==> src/rtl/loader_pkg.sv <==
// Shared types and default sizes for the program loader.
package loader_pkg;
  localparam int          DW        = 9;
  localparam int          AW        = 6;
  localparam int          RST_CYC   = 2;
  localparam logic [DW-1:0] HALT_CODE = 9'h1FF;

  typedef enum logic [1:0] {
    ST_LOAD    = 2'd0,
    ST_RELEASE = 2'd1,
    ST_RUN     = 2'd2,
    ST_HALT    = 2'd3
  } state_e;
endpackage

==> src/rtl/instr_ram.sv <==
// Instruction RAM: one synchronous write port, one asynchronous read port, no reset.
module instr_ram #(
  parameter int DW = 9,
  parameter int AW = 6
) (
  input  logic          clk,
  input  logic          we,
  input  logic [AW-1:0] waddr,
  input  logic [DW-1:0] wdata,
  input  logic [AW-1:0] raddr,
  output logic [DW-1:0] rdata
);
  logic [DW-1:0] mem [2**AW];

  always_ff @(posedge clk) begin
    if (we) mem[waddr] <= wdata;
  end

  assign rdata = mem[raddr];
endmodule

==> src/rtl/prog_loader.sv <==
// Streams a program into the instruction RAM, sequences core reset, serves fetches and
// halts the core on Done.
module prog_loader
  import loader_pkg::*;
#(
  parameter int            DW        = loader_pkg::DW,
  parameter int            AW        = loader_pkg::AW,
  parameter int            RST_CYC   = loader_pkg::RST_CYC,
  parameter logic [DW-1:0] HALT_CODE = loader_pkg::HALT_CODE
) (
  input  logic          Clk,
  input  logic          Reset,
  input  logic          LdValid,
  input  logic [DW-1:0] LdData,
  input  logic          LdLast,
  output logic          LdReady,
  input  logic          Restart,
  input  logic [AW-1:0] PC,
  output logic [DW-1:0] mach_code,
  input  logic          CoreDone,
  output logic          CoreReset,
  output logic          Finished,
  output logic [AW:0]   LoadCount,
  output logic          Overflow
);
  localparam logic [AW-1:0] LAST_ADDR = {AW{1'b1}};
  localparam logic [3:0]    RCNT_INIT = 4'(RST_CYC - 1);

  state_e        state_q, state_d;
  logic [AW-1:0] wptr_q, wptr_d;
  logic [AW:0]   cnt_q, cnt_d;
  logic          ovf_q, ovf_d;
  logic [3:0]    rcnt_q, rcnt_d;
  logic          we;
  logic [DW-1:0] ram_rdata;

  always_ff @(posedge Clk or posedge Reset) begin
    if (Reset) begin
      state_q <= ST_LOAD;
      wptr_q  <= '0;
      cnt_q   <= '0;
      ovf_q   <= 1'b0;
      rcnt_q  <= '0;
    end else begin
      state_q <= state_d;
      wptr_q  <= wptr_d;
      cnt_q   <= cnt_d;
      ovf_q   <= ovf_d;
      rcnt_q  <= rcnt_d;
    end
  end

  always_comb begin
    state_d = state_q;
    wptr_d  = wptr_q;
    cnt_d   = cnt_q;
    ovf_d   = ovf_q;
    rcnt_d  = rcnt_q;
    we      = 1'b0;
    // Restart outranks everything, including a word offered in the same cycle.
    if (Restart) begin
      state_d = ST_LOAD;
      wptr_d  = '0;
      cnt_d   = '0;
      ovf_d   = 1'b0;
      rcnt_d  = '0;
    end else begin
      case (state_q)
        ST_LOAD: begin
          if (LdValid) begin
            we     = 1'b1;
            wptr_d = wptr_q + 1'b1;
            cnt_d  = cnt_q + 1'b1;
            if (LdLast || wptr_q == LAST_ADDR) begin
              state_d = ST_RELEASE;
              rcnt_d  = RCNT_INIT;
              if (!LdLast) ovf_d = 1'b1;
            end
          end
        end
        ST_RELEASE: begin
          if (rcnt_q == '0) state_d = ST_RUN;
          else              rcnt_d  = rcnt_q - 1'b1;
        end
        ST_RUN: begin
          if (CoreDone) state_d = ST_HALT;
        end
        default: ;
      endcase
    end
  end

  instr_ram #(.DW(DW), .AW(AW)) u_ram (
    .clk   (Clk),
    .we    (we),
    .waddr (wptr_q),
    .wdata (LdData),
    .raddr (PC),
    .rdata (ram_rdata)
  );

  // Stale RAM beyond the loaded length must never reach the core.
  assign mach_code = (state_q == ST_RUN && {1'b0, PC} < cnt_q) ? ram_rdata : HALT_CODE;
  assign LdReady   = (state_q == ST_LOAD);
  assign CoreReset = (state_q != ST_RUN);
  assign Finished  = (state_q == ST_HALT);
  assign LoadCount = cnt_q;
  assign Overflow  = ovf_q;
endmodule

==> config.mk <==
export PLATFORM = sky130hd
export DESIGN_NAME = prog_loader
export DESIGN_NICKNAME = d
export VERILOG_FILES = /design/src/rtl/loader_pkg.sv /design/src/rtl/instr_ram.sv /design/src/rtl/prog_loader.sv
export SDC_FILE = /design/constraint.sdc
export NUM_CORES = 1
export LEC_CHECK = 0
export ABC_AREA = 1
export BUFFER_PORTS_ARGS = -buffer_cell sky130_fd_sc_hd__buf_2
export CORE_ASPECT_RATIO = 1.25
export CORE_MARGIN = 8
export CORE_UTILIZATION = 39
export CTS_CLUSTER_DIAMETER = 120
export DETAILED_ROUTE_END_ITERATION = 8
export GPL_ROUTABILITY_DRIVEN = 0
export SLEW_MARGIN = 10
export SYNTH_ARGS = -nofsm -noshare
export SYNTH_HDL_FRONTEND = slang
export SYNTH_SLANG_ARGS = --single-unit
==> constraint.sdc <==
create_clock -name Clk -period 2.76 [get_ports Clk]
set_clock_uncertainty 0.05 [all_clocks]
set_input_delay 0.276 -clock Clk [delete_from_list [all_inputs] [get_ports Clk]]
set_output_delay 0.276 -clock Clk [all_outputs]
set_load 0.01 [all_outputs]
### Word level (Yosys, flattened, before mapping)

Memory sizes are Yosys's and may differ from the RTL's.
Cells that the tools add are included.
W data, S select, Z words.

* register bits: 20
* bits in latches: 0
* memory bits (writable): 576
* memory bits (read-only): 0
* input port bits: 21
* logic and storage cells: 62
* memories: 1

* add/subtract/negate cells: 3
* $mul: 0
* div/mod/pow operators: 0
* magnitude comparators: 1
* eq/ne operators: 11
* shift-type cells: 0
* muxes and demuxes: 28
* bitwise logic cells: 0
* reductions and logical operators: 13

Memory list
* u_ram.mem: words 64, bits a word 9, rd ports 1, clocked after memory_dff 0, wr ports 1, line instr_ram.sv:13 `logic [DW-1:0] mem [2**AW];`

Operators by type and width (count)
* $mux W7: 3
* $mux W6: 3
* $mux W4: 4
* $mux W1: 10
* $mux W2: 5
* $mux W9: 1
* $ne A3 B3 Y1 const B: 3
* $pmux W4 S2: 1
* $reduce_and A4 Y1: 2
* $add A7 B1 Y7 const B: 1
* $lt A6 B7 Y1: 1
* $add A6 B1 Y6 const B: 1
* $eq A6 B6 Y1 const B: 1
* $pmux W2 S3: 1
* $reduce_bool A2 Y1: 3
* $reduce_and A5 Y1: 1
* $eq A2 B2 Y1 const B: 2
* $logic_not A4 Y1: 1
* $reduce_bool A4 Y1: 1
* $sub A4 B1 Y4 const B: 1
* $ne A3 B1 Y1 const B: 1
* $ne A3 B2 Y1 const B: 1
* $reduce_bool A3 Y1: 1
* $eq A2 B1 Y1 const B: 1
* 6 further kinds: 6

### Logic depth before layout (Yosys ltp)

* depth after elaboration: 6
* mapped depth: 12
* depth with buffers taken out: 9

### Modules after synthesis

Synthesis repeated with hierarchy kept, for this count alone.

* cells, all modules: 2193
* area, all modules: 25054.0 sq um

By module, submodules not included
* instr_ram: instances 1, cells an instance 2007, area an instance 23618.9 sq um, seq. area each 17296.6 sq um
* prog_loader: instances 1, cells an instance 186, area an instance 1435.1 sq um, seq. area each 500.5 sq um

### Worst setup path after synthesis

No wires, ideal clock.

* path kind: flip-flop to flip-flop
* from: register state_q[0]
* to: memory u_ram.mem[16][0] (enable)
* setup time: 0.374 ns
* data arrival time: 1.944 ns
* slack: 0.392 ns
* cell stages (with the launch flop): 9
* buffers on the path: 0
* clock period less this slack: 2.368 ns
* cell sequence: dfrtp_1 -> inv_1 -> ha_1 -> nand2_1 -> nor2_2 -> inv_2 -> nor2_2 -> nand2_1 -> nor2_1

* longest elaborated chain between the ends: 5

RTL lines
* start, declared: line prog_loader.sv:29 `state_e state_q, state_d;`
* start signal, assigned: line prog_loader.sv:45 `state_q <= state_d;`
* $logic_not A2 Y1
* via LdReady: line prog_loader.sv:16 `output logic LdReady,`
* $mux W1: line prog_loader.sv:68 `case (state_q)`
* $mux W1: line prog_loader.sv:61 `if (Restart) begin`
* $mux W1: line instr_ram.sv:16 `if (we) mem[waddr] <= wdata;`
* $mux W1 (not written as such): line instr_ram.sv:16
* end, declared: line instr_ram.sv:13

The timed path passes the listed nets, and every way through them passes these cells.

### Final worst setup path

* from: register cnt_q[5] (netlist: LoadCount[5])
* to: output port mach_code[3]

* longest elaborated chain between the ends: 3

RTL lines
* start, declared: line prog_loader.sv:31 `logic [AW:0] cnt_q, cnt_d;`
* start signal, assigned: line prog_loader.sv:47 `cnt_q <= cnt_d;`
* $lt A6 B7 Y1: line prog_loader.sv:103 `assign mach_code = (state_q == ST_RUN && {1'b0, PC} < cnt_q) ? ram_rdata : HALT_CODE;`
* $logic_and A1 B1 Y1: line prog_loader.sv:103
* $mux W9: line prog_loader.sv:103
* end, declared: line prog_loader.sv:19 `output logic [DW-1:0] mach_code,`

No other way between the ends.

==> impl_metrics.ini <==
[status]
status = finished, final reports clean

[final_layout]
final_common_cell = nand2_1
drive_above_1_share = 0.1135
layout.nets = 2301
layout_common_cells = nand2_1, edfxtp_1, nand3_1
area_growth_pct = 14.77

[yosys]
yosys_warnings = 0
ys_types = 33
synth_edf_count = 576
ys_seq_area_frac = 0.7168
synth_area_um2 = 24830
syn_inst = 2161
synth-seq-cells = 596
synth-async-reset-ratio = 0.03356
synthFlopType = edfxtp_1
synth_nets = 2196
synth.avg_cell_area_um2 = 11.49

[pwr]
ir_drop_mv = 0.4433
switching_share = 0.2289
pwr_density_cell_nw_per_um2 = 679.4
p_seq_frac = 0.520
p_switching_mw = 4.431
finalPower_mw = 19.36
clkPwrFrac = 0.395
intPower_mw = 14.93
p_comb_frac = 0.085
total_leakage_power_nw = 10.37

[drt]
drt_iter0_markers = 1733
vias = 16688
wire_per_inst_um = 21.01
dr.pass1.iters = 5
via_per_inst = 5.299
drc = 0
finalWirelength_um = 66160
final_antenna_net_count = 0

[hold_path]
hp-class = primary input to flop

[critical_path]
cp_max_fo = 5
path_cells = inv_2 > ha_1 > nand2_2 > inv_1 > nand3_1 > a21oi_1 > nor3_4 > buf_4 > buf_12 > nand3_2 > buf_2
crit_required_ps = 2430
crit_slowest_cell = dfrtp_1
arrival_ps = 2380
cp-start-kind = flop
crit_type = flop to primary output
end_kind = primary output
cpPeakStageDelay_ps = 360

[sta]
holdWs_ps = 59.01
rsz0062_at_grt = yes
finalMaxSlewViolations = 0
worst_slack_ps = 56.69
max_freq_ghz = 0.3699
period_needed_ps = 2703
tightest_slew_ps = 880.4
fin_tns_setup_ps = 0
slew_headroom = 0.4130
fin_crit_sh = 0.9795
report.final.hold_viol_count = 0
setup_viol = 0

[global_routing]
grt_pass1_vias = 16583
grt_max_degree = 78
antenna_found_initial = 1
track_usage = 0.1793
grt_overflow = 0
grt_pass1_wl_um = 100500

[floorplan]
fp.dieH_um = 298.1
die_w_um = 241.7
die_area_um2 = 72040
ios = 41
rows = 103
initial_core_util = 0.3940
core_um2 = 63020

[clock_network]
clockBufferDepth = 3
numCtsBuffers = 54
root_buffer = clkbuf_16
cts.sinks = 596
clkSlewWorstSetupHoldPaths_ps = 60
cts_tree = done
clk_latency_ps = 600
h-tree-depth = 2

[place]
place_ws_ps = 247.7
portBuffers = 40
dp_hpwl_um = 40520

[job]
cap_violations = 0
## per-layer routing
layer  global-route usage  part of all wire
met2               0.3139              0.51
met4              0.06410             0.033
met5                    0                 0
met1               0.2255              0.40
met3              0.02426             0.058
## kinds of logic (layout without fill, tap and decap cells)
group	count (synthesis)	count (layout)	synth area share
and+or+nand+nor	1354	1354	0.2318
adders and majority gates	14	14	0.007055
other	0	1	0
DFF	596	596	0.7168
AOI/OAI and AO/OA	36	36	0.008064
xor gates and xnor gates	1	1	0.0003528
buffers and inverters	160	307	0.03593
## per-stage QoR
step / cell area [µm²] / util / instances
floorplan: 24830 / - / 2161
global placement: 26550 / 0.4213 / 3042
detailed placement: 26550 / 0.4213 / 3042
CTS: 28370 / 0.4502 / 3143
global route: 28490 / 0.4521 / 3148
finish: 28490 / 0.4522 / 3149
## power by group through the flow
stage	sequential, mW	clock, mW	combinational, mW
after detailed placement	10.3	0	1.61
final	10.1	7.65	1.64
after floorplan	10.2	0	0.952
after global routing	10.1	8.08	1.81
after global placement	10.2	0	1.58
after CTS	10.1	7.77	1.63
## cell type report
| type | count | area [µm²] |
|---|---|---|
| fill | 5658 | 34520 |
| sequential | 596 | 17800 |
| multi-input combinational | 1405 | 6212 |
| timing repair buffer | 172 | 1505 |
| clock buffer | 75 | 1461 |
| tap | 840 | 1051 |
| clock inverter | 23 | 316.6 |
| inverter | 37 | 148.9 |
| antenna | 1 | 2.502 |
## path summary, 6_finish.rpt
check | depth (start not counted) | startpoint | slack [ps] | end
min | 5 | LdValid | 60 | Overflow$_DFFE_PP0P_
max in group asynchronous | 3 | Reset | 1830 | wptr_q[0]$_DFFE_PP0P_
min reg2reg | 2 | rcnt_q[0]$_DFFE_PP0P_ | 440 | rcnt_q[0]$_DFFE_PP0P_
max | 11 | LoadCount[5]$_DFFE_PP0P_ | 60 | mach_code[3]
min in group asynchronous | 3 | Reset | 310 | state_q[0]$_DFFE_PP0P_
max reg2reg | 10 | state_q[1]$_DFFE_PP0P_ | 360 | u_ram.mem[4][2]$_DFFE_PP_
## flip-flops by register name, indices dropped and copies added (netlist names)
signal     count
u_ram.mem    576
LoadCount      7
wptr_q         6
rcnt_q         4
state_q        2
Overflow       1
## critical path, delay by kind of cell (launching register included)
kind | cells | cell delay (ps)
AOI/OAI and AO/OA | 1 | 70
and+or+nand+nor | 4 | 500
buffers and inverters | 5 | 550
DFF | 1 | 360
adders and majority gates | 1 | 290
## timing repair
action                                  4_1_cts  5_1_grt
cloned                                        0        1
endpoints found under the setup margin        5        5
endpoints found under the hold margin        23        0
pin swaps                                     0        1
buffers inserted                              0        4
gates resized for setup                       3       20
hold buffers                                  3        0
## cells in the mapped netlist (2+ instances only)
cell type	number	area [µm²]
a21oi_1	10	50.05
nor2_1	79	296.5
edfxtp_1	576	17300
nand3_1	510	2552
nand2_1	754	2830
buf_1	16	60.06
a31oi_1	3	18.77
o22ai_1	2	12.51
ha_1	14	175.2
nor3_1	3	15.01
nor2_2	2	12.51
buf_6	13	146.4
clkbuf_1	17	63.81
inv_1	30	112.6
o21ai_0	17	85.08
dfrtp_1	20	500.5
clkinv_1	3	11.26
nor4_1	2	12.51
buf_2	41	205.2
inv_2	2	7.510
buf_4	35	262.8
Power figures use the tool's default switching activity.
